`src/rtl/jtag_tap_target.sv`:
```
// Target-side JTAG TAP: oversamples tck/tms/tdi in the clk domain and runs the 1149.1
// controller with IDCODE, USER (FIFO bridge) and BYPASS data registers, MSB-first.
module jtag_tap_target #(
  parameter int unsigned                  DATA_INSTRUCTION = 6,
  parameter int unsigned                  DATA_FIFO        = 8,
  parameter logic [31:0]                  IDCODE           = 32'h1234_5A5B,
  parameter logic [DATA_INSTRUCTION-1:0]  OP_IDCODE        = 6'b000001,
  parameter logic [DATA_INSTRUCTION-1:0]  OP_USER          = 6'b000010
) (
  input  logic                        clk,
  input  logic                        rst,
  input  logic                        tck,
  input  logic                        tms,
  input  logic                        tdi,
  output logic                        tdo,
  output logic                        tdo_en,
  output logic [3:0]                  tap_state,
  output logic [DATA_INSTRUCTION-1:0] ir_value,
  output logic [DATA_FIFO-1:0]        wdata_data,
  output logic                        wr_data,
  input  logic                        full_data,
  input  logic [DATA_FIFO-1:0]        rdata_data,
  output logic                        rd_data,
  input  logic                        empty_data
);

  typedef enum logic [3:0] {
    StTlr, StRti, StSelDr, StCapDr, StShDr, StEx1Dr, StPaDr, StEx2Dr, StUpdDr,
    StSelIr, StCapIr, StShIr, StEx1Ir, StPaIr, StEx2Ir, StUpdIr
  } state_e;

  state_e                      state_q, state_d;
  logic [2:0]                  sync1_q, sync2_q;  // {tck, tms, tdi}, shared so they stay aligned
  logic                        tck_q;
  logic [DATA_INSTRUCTION-1:0] ir_sr_q;
  logic [31:0]                 idcode_sr_q;
  logic [DATA_FIFO-1:0]        user_sr_q;
  logic                        bypass_q;

  logic tck_s, tms_s, tdi_s, tck_rise, tck_fall, sel_idcode, sel_user;

  assign tck_s      = sync2_q[2];
  assign tms_s      = sync2_q[1];
  assign tdi_s      = sync2_q[0];
  assign tck_rise   = tck_s & ~tck_q;
  assign tck_fall   = ~tck_s & tck_q;
  assign sel_idcode = (ir_value == OP_IDCODE);
  assign sel_user   = (ir_value == OP_USER);
  assign tap_state  = state_q;

  always_comb begin
    state_d = state_q;
    case (state_q)
      StTlr:   state_d = tms_s ? StTlr   : StRti;
      StRti:   state_d = tms_s ? StSelDr : StRti;
      StSelDr: state_d = tms_s ? StSelIr : StCapDr;
      StCapDr: state_d = tms_s ? StEx1Dr : StShDr;
      StShDr:  state_d = tms_s ? StEx1Dr : StShDr;
      StEx1Dr: state_d = tms_s ? StUpdDr : StPaDr;
      StPaDr:  state_d = tms_s ? StEx2Dr : StPaDr;
      StEx2Dr: state_d = tms_s ? StUpdDr : StShDr;
      StUpdDr: state_d = tms_s ? StSelDr : StRti;
      StSelIr: state_d = tms_s ? StTlr   : StCapIr;
      StCapIr: state_d = tms_s ? StEx1Ir : StShIr;
      StShIr:  state_d = tms_s ? StEx1Ir : StShIr;
      StEx1Ir: state_d = tms_s ? StUpdIr : StPaIr;
      StPaIr:  state_d = tms_s ? StEx2Ir : StPaIr;
      StEx2Ir: state_d = tms_s ? StUpdIr : StShIr;
      StUpdIr: state_d = tms_s ? StSelDr : StRti;
      default: state_d = StTlr;
    endcase
  end

  always_ff @(posedge clk or negedge rst) begin
    if (!rst) begin
      state_q     <= StTlr;
      sync1_q     <= '0;
      sync2_q     <= '0;
      tck_q       <= 1'b0;
      ir_sr_q     <= '0;
      idcode_sr_q <= '0;
      user_sr_q   <= '0;
      bypass_q    <= 1'b0;
      ir_value    <= OP_IDCODE;
      tdo         <= 1'b0;
      tdo_en      <= 1'b0;
      wdata_data  <= '0;
      wr_data     <= 1'b0;
      rd_data     <= 1'b0;
    end else begin
      sync1_q <= {tck, tms, tdi};
      sync2_q <= sync1_q;
      tck_q   <= tck_s;
      wr_data <= 1'b0;
      rd_data <= 1'b0;
      if (tck_rise) begin
        state_q <= state_d;
        tdo_en  <= (state_d == StShIr) || (state_d == StShDr);
        // Actions belong to the state being left.
        case (state_q)
          StTlr:   ir_value <= OP_IDCODE;
          StCapIr: ir_sr_q  <= {{(DATA_INSTRUCTION-2){1'b0}}, 2'b01};
          StShIr:  ir_sr_q  <= {ir_sr_q[DATA_INSTRUCTION-2:0], tdi_s};
          StUpdIr: ir_value <= ir_sr_q;
          StCapDr: begin
            if (sel_idcode) begin
              idcode_sr_q <= IDCODE;
            end else if (sel_user) begin
              if (!empty_data) begin
                user_sr_q <= rdata_data;
                rd_data   <= 1'b1;
              end else begin
                user_sr_q <= '0;
              end
            end else begin
              bypass_q <= 1'b0;
            end
          end
          StShDr: begin
            if (sel_idcode)    idcode_sr_q <= {idcode_sr_q[30:0], tdi_s};
            else if (sel_user) user_sr_q   <= {user_sr_q[DATA_FIFO-2:0], tdi_s};
            else               bypass_q    <= tdi_s;
          end
          StUpdDr: begin
            if (sel_user && !full_data) begin
              wdata_data <= user_sr_q;
              wr_data    <= 1'b1;
            end
          end
          default: ;
        endcase
      end
      if (tck_fall) begin
        case (state_q)
          StShIr:  tdo <= ir_sr_q[DATA_INSTRUCTION-1];
          StShDr:  tdo <= sel_idcode ? idcode_sr_q[31] :
                          sel_user   ? user_sr_q[DATA_FIFO-1] : bypass_q;
          default: tdo <= 1'b0;
        endcase
      end
    end
  end

endmodule

```
`config.mk`:
```
export PLATFORM = sky130hd
export DESIGN_NAME = jtag_tap_target
export DESIGN_NICKNAME = d
export VERILOG_FILES = /design/src/rtl/jtag_tap_target.sv
export SDC_FILE = /design/constraint.sdc
export NUM_CORES = 1
export LEC_CHECK = 0
export CAP_MARGIN = 5
export CORE_ASPECT_RATIO = 1.75
export CORE_MARGIN = 2
export CORE_UTILIZATION = 50
export DETAILED_ROUTE_END_ITERATION = 6
export PLACE_DENSITY = 0.72
export SYNTH_ARGS = -nofsm -noshare
export SYNTH_HDL_FRONTEND = slang
export SYNTH_SLANG_ARGS = --single-unit
```
`constraint.sdc`:
```
create_clock -name clk -period 6.8 [get_ports clk]
set_clock_uncertainty 0.1 [all_clocks]
set_input_delay 1.02 -clock clk [delete_from_list [all_inputs] [get_ports clk]]
set_output_delay 1.02 -clock clk [all_outputs]
set_load 0.05 [all_outputs]
```
After elaboration in Yosys (flattened, before gate mapping)
Cells that the tools add are included.
{ "word_totals": {"register_bits": 76, "in_bits": 15, "output_inout_bits": 22, "elab_cells": 101} }
{ "op_classes": {"eq_ne": 27, "mux": 40, "bitwise_logic": 4, "reduce_logical": 16} }
{ "op_table": {"columns": ["op", "n"], "rows": [
  ["$mux W32", 2],
  ["$pmux W32 S2", 1],
  ["$pmux W4 S12", 1],
  ["$mux W8", 5],
  ["$eq A4 B4 Y1 const B", 9],
  ["$pmux W6 S2", 2],
  ["$eq A4 B3 Y1 const B", 5],
  ["$mux W1", 17],
  ["$mux W4", 4],
  ["$ne A2 B2 Y1 const B", 8],
  ["$pmux W8 S2", 1],
  ["$reduce_and A6 Y1", 2],
  ["$eq A4 B2 Y1 const B", 2],
  ["$eq A6 B1 Y1 const B", 1],
  ["$eq A6 B2 Y1 const B", 1],
  ["$mux W2", 3],
  ["$mux W3", 2],
  ["$reduce_bool A2 Y1", 3],
  ["$eq A4 B1 Y1 const B", 1],
  ["$logic_not A4 Y1", 1],
  ["$pmux W1 S2", 2],
  ["$reduce_and A2 Y1", 2],
  ["$reduce_and A4 Y1", 1],
  ["$reduce_or A2 Y1", 2],
  ["other kinds (7)", 9]
]} }

Logic depth before layout (Yosys ltp)
{ "logic_depth": {"word_depth": 5, "depth_mapped": 6, "depth_no_buf": 4} }

Least setup slack after synthesis
No wires, ideal clock.
{ "synth_path": {"kind": "reg2reg", "start": "register ir_value[5]", "end": "register wdata_data[0]", "setup_time_ns": 0.125, "arrival_time_ns": 2.396, "required_time_ns": 6.575, "path_slack_ns": 4.179, "stages_incl_launch_ff": 6, "n_path_buf": 1, "synth_period_minus_slack_ns": 2.621, "path_cell_list": "dfrtp_1 or4_1 buf_2 or2_4 nor4b_4 mux2_2"} }
{ "synth_between": {"elab_chain_len": 3} }
{ "synth_lines": {"columns": ["element", "line", "rtl"], "rows": [
  ["start, declared", "18", "output logic [DATA_INSTRUCTION-1:0] ir_value,"],
  ["start signal, assigned", "104", "StUpdIr: ir_value <= ir_sr_q;"],
  ["$eq A6 B2 Y1", "48", "assign sel_user = (ir_value == OP_USER);"],
  ["$logic_and A1 B1 Y1", "125", "if (sel_user && !full_data) begin"],
  ["$reduce_and A3 Y1 (no line)", null, null],
  ["end signal, assigned", "126", "wdata_data <= user_sr_q;"],
  ["end, declared", "19", "output logic [DATA_FIFO-1:0] wdata_data,"]
]} }
No other way between the ends.
A chain may end at the register's enable or synchronous reset.

Final worst setup path
{ "layout_path": {"start": "register state_q[3] (netlist: tap_state[3])", "end": "output port tap_state[3]"} }
{ "layout_lines": {"columns": ["element", "line", "rtl"], "rows": [
  ["start, declared", "32", "state_e state_q, state_d;"],
  ["start signal, assigned", "76", "state_q <= StTlr;"],
  ["start signal, assigned", "97", "state_q <= state_d;"],
  ["end, declared", "17", "output logic [3:0] tap_state,"]
]} }
No word-level cell between the ends.

==> impl_metrics.py <==
metrics = {
    "outcome": {
        "outcome": "finished clean",
    },
    "worst_setup_path": {
        "path_max_fanout": 23,
        "worstPathArrival_ps": 2110,
        "startpoint_type": "flip-flop",
        "cpPeakStageDelay_ps": 940,
        "crit_family": "buffers and inverters",
        "critPathBufInv": 1,
        "critPathSlowestCell": "clkdlybuf4s50_1",
        "path_class": "flip-flop to primary output",
        "worst_setup_path_end_kind": "primary output",
        "crit_chain": "clkdlybuf4s50_1",
        "cp_data_required_time_ps": 5680,
    },
    "pwr": {
        "power_density_mw_per_mm2": 377,
        "leakage_uw": 0.00173,
        "switching_power_uw": 495,
        "pwr-share-comb": 0.230,
        "internal_power_uw": 1030,
        "peakVddDrop_mv": 0.226,
        "switching_share": 0.324,
        "power.share.sequential": 0.420,
        "clock_power_share": 0.350,
    },
    "clocking": {
        "clock_latency_ps": 330,
        "htree_levels": 3,
        "cts_buffer_depth": 2,
        "path_clk_slew_ps": 50,
        "cts_tree": "done",
        "clock-sinks": 76,
        "postCtsSetupBuffers": 0,
        "root_buffer": "clkbuf_16",
        "cts_buffers": 9,
        "ctsResizeCount": 0,
        "cts_hold_buffers": 0,
    },
    "synth": {
        "synthSimpleGateAreaFrac": 0.241,
        "muxShareOfSynthArea": 0.0271,
        "synth_top_family_by_area": "simple AND/OR/NAND/NOR gates",
        "syn_avg_cell_area_um2": 9.80,
        "synth_edf_count": 0,
        "yosys.area.top_type_share": 0.565,
        "synth-compound-area-share": 0.121,
        "synthTopCellsByArea": "dfrtp_1 56%, nand2_1 5.8%, nor2_1 4.9%",
        "synthCells": 339,
        "yosysTopAreaCell": "dfrtp_1",
        "synthesis.area_mm2": 0.00332,
        "synth.distinct_cells": 43,
        "ys_ff_latch": 76,
        "yosysWarnings": 0,
        "synth_common_cells": "75 x dfrtp_1, 51 x nand2_1, 43 x nor2_1",
        "async_flop_share": 1.00,
        "syn-num-nets": 354,
        "synthFlopType": "dfrtp_1",
        "yosysMostFrequentCell": "dfrtp_1",
        "synth_xor_xnor_area_share": 0.00264,
        "yosys.area_share.adder": 0,
        "synth_seq_area_share": 0.573,
    },
    "final_layout": {
        "stdcell_count": 449,
        "fin_nets": 378,
        "areaGrowthSynthToFinish_pct": 22.3,
        "num_antenna_cells": 0,
        "drive_gt1_frac": 0.0926,
        "final.fill_count": 531,
        "post-route-util": 0.626,
    },
    "sta": {
        "rsz0062_at_grt": "no",
        "max_freq_mhz": 310,
        "finalSetupViolations": 0,
        "finalHoldViolCount": 0,
        "worst_slew_pin_slew_ps": 940,
        "fin_crit_ps": 3230,
        "finalSetupTns_ps": 0,
        "slew_headroom": 0.373,
        "timing.final.ws_setup_ps": 3570,
        "period_share": 0.475,
        "whs_ps": 246,
        "drv_slew": 0,
    },
    "detailed_routing": {
        "routed_wirelength_um": 6560,
        "detail-route-antenna-nets": 0,
        "post_drt_wl_per_cell_um": 14.6,
        "drc": 0,
        "dr.pass1.iters": 4,
        "first_iter_violations": 153,
        "num_vias": 2499,
        "viasPerCell": 5.57,
    },
    "run": {
        "cap_violations": 0,
    },
    "global_route": {
        "grt-ovfl-total": 0,
        "grt_pass1_vias": 2443,
        "antenna_found_initial": 0,
        "grt_max_degree": 77,
        "grt_pass1_wl_um": 11000,
        "grt_usage": 0.198,
    },
    "place": {
        "port_buffers": 36,
        "pre_cts_slack_ps": 3920,
        "gp_congestion": 0.769,
        "dp_cells": 434,
        "hpwl_um": 4220,
    },
    "worst_hold_path": {
        "hp-class": "flip-flop to flip-flop",
    },
    "die": {
        "die_area_mm2": 0.00734,
        "start_util": 0.512,
        "core_area_mm2": 0.00649,
        "die_h_um": 112,
        "ios": 37,
        "num_rows": 39,
        "fp.dieW_um": 65.6,
    },
}
-- cells by family after synthesis --
kind of cell	after synthesis
AOI/OAI and AO/OA	61
xor gates and xnor gates	1
buffers and inverters	30
DFF	76
muxes	8
and+or+nand+nor	163
-- power groups by stage --
stage          clock network, µW  registers, µW  logic, µW
5_1_grt                      569            660        390
6_report                     536            642        352
2_1_floorplan                  0            637        255
4_1_cts                      548            642        355
3_3_place_gp                   0            645        346
3_5_place_dp                   0            650        353
-- cells in the final DEF, fill, tap and decap left out, drive strengths merged, types with 8 or more instances in the layout --
| cell | n |
|---|---|
| nand2 | 51 |
| o21ai | 16 |
| dfrtp | 75 |
| nand3 | 21 |
| a21oi | 21 |
| clkbuf | 11 |
| nor3 | 15 |
| mux2 | 8 |
| nor3b | 8 |
| clkdlybuf4s50 | 35 |
| nor2 | 43 |
-- metal layers --
layer  share of wire  track usage  wire (µm)  vias up
met5               0            0          0        -
li1                -            -          -     1225
met2            0.54        0.337       3550       45
met4           0.013       0.0861         86        0
met1            0.41        0.234       2710     1221
met3           0.032       0.0495        208        8
-- final timing paths --
path	from	cells past startpoint	slack, ps	end
max in group asynchronous	rst	1	5260	rd_data
setup reg to reg	tap_state[0]	4	4090	idcode_sr_q[1]
min in group asynchronous	rst	1	730	idcode_sr_q[6]
setup / recovery	tap_state[3]	1	3570	tap_state[3]
hold reg to reg	sync1_q[0]	0	250	sync2_q[0]
hold / removal	sync1_q[0]	0	250	sync2_q[0]
-- cell type report --
type                       count  area, µm²  area share
clock inverter                 4       97.6      0.0240
inverter                       5       18.8     0.00462
timing repair buffer          38        373      0.0918
clock buffer                  11        243      0.0598
multi-input combinational    233       1320       0.326
sequential                    76       1900       0.469
tap                           82        103      0.0253
-- flip-flops by register name, indices dropped and copies added (netlist names), 3 cells and up --
| name | count |
|---|---|
| wdata_data | 8 |
| ir_sr_q | 6 |
| ir_value | 6 |
| user_sr_q | 8 |
| sync2_q | 3 |
| tap_state | 4 |
| sync1_q | 3 |
| idcode_sr_q | 32 |
-- worst reg2reg max path: stages, from the launching register on --
cell      delay (ps)
dfrtp_1          650
or3b_2           660
a2111o_1         820
nor3_1           300
nor2_1            70
-- stage by stage --
| stage | total power [µW] | cell area, µm² |
|---|---|---|
| global placement | 992 | 3720 |
| floorplan | 892 | 3320 |
| finish | 1530 | 4060 |
| CTS | 1550 | 4060 |
| detailed placement | 1000 | 3720 |
| global route | 1620 | 4060 |
Note: power is estimated with default switching activity, not from simulation.
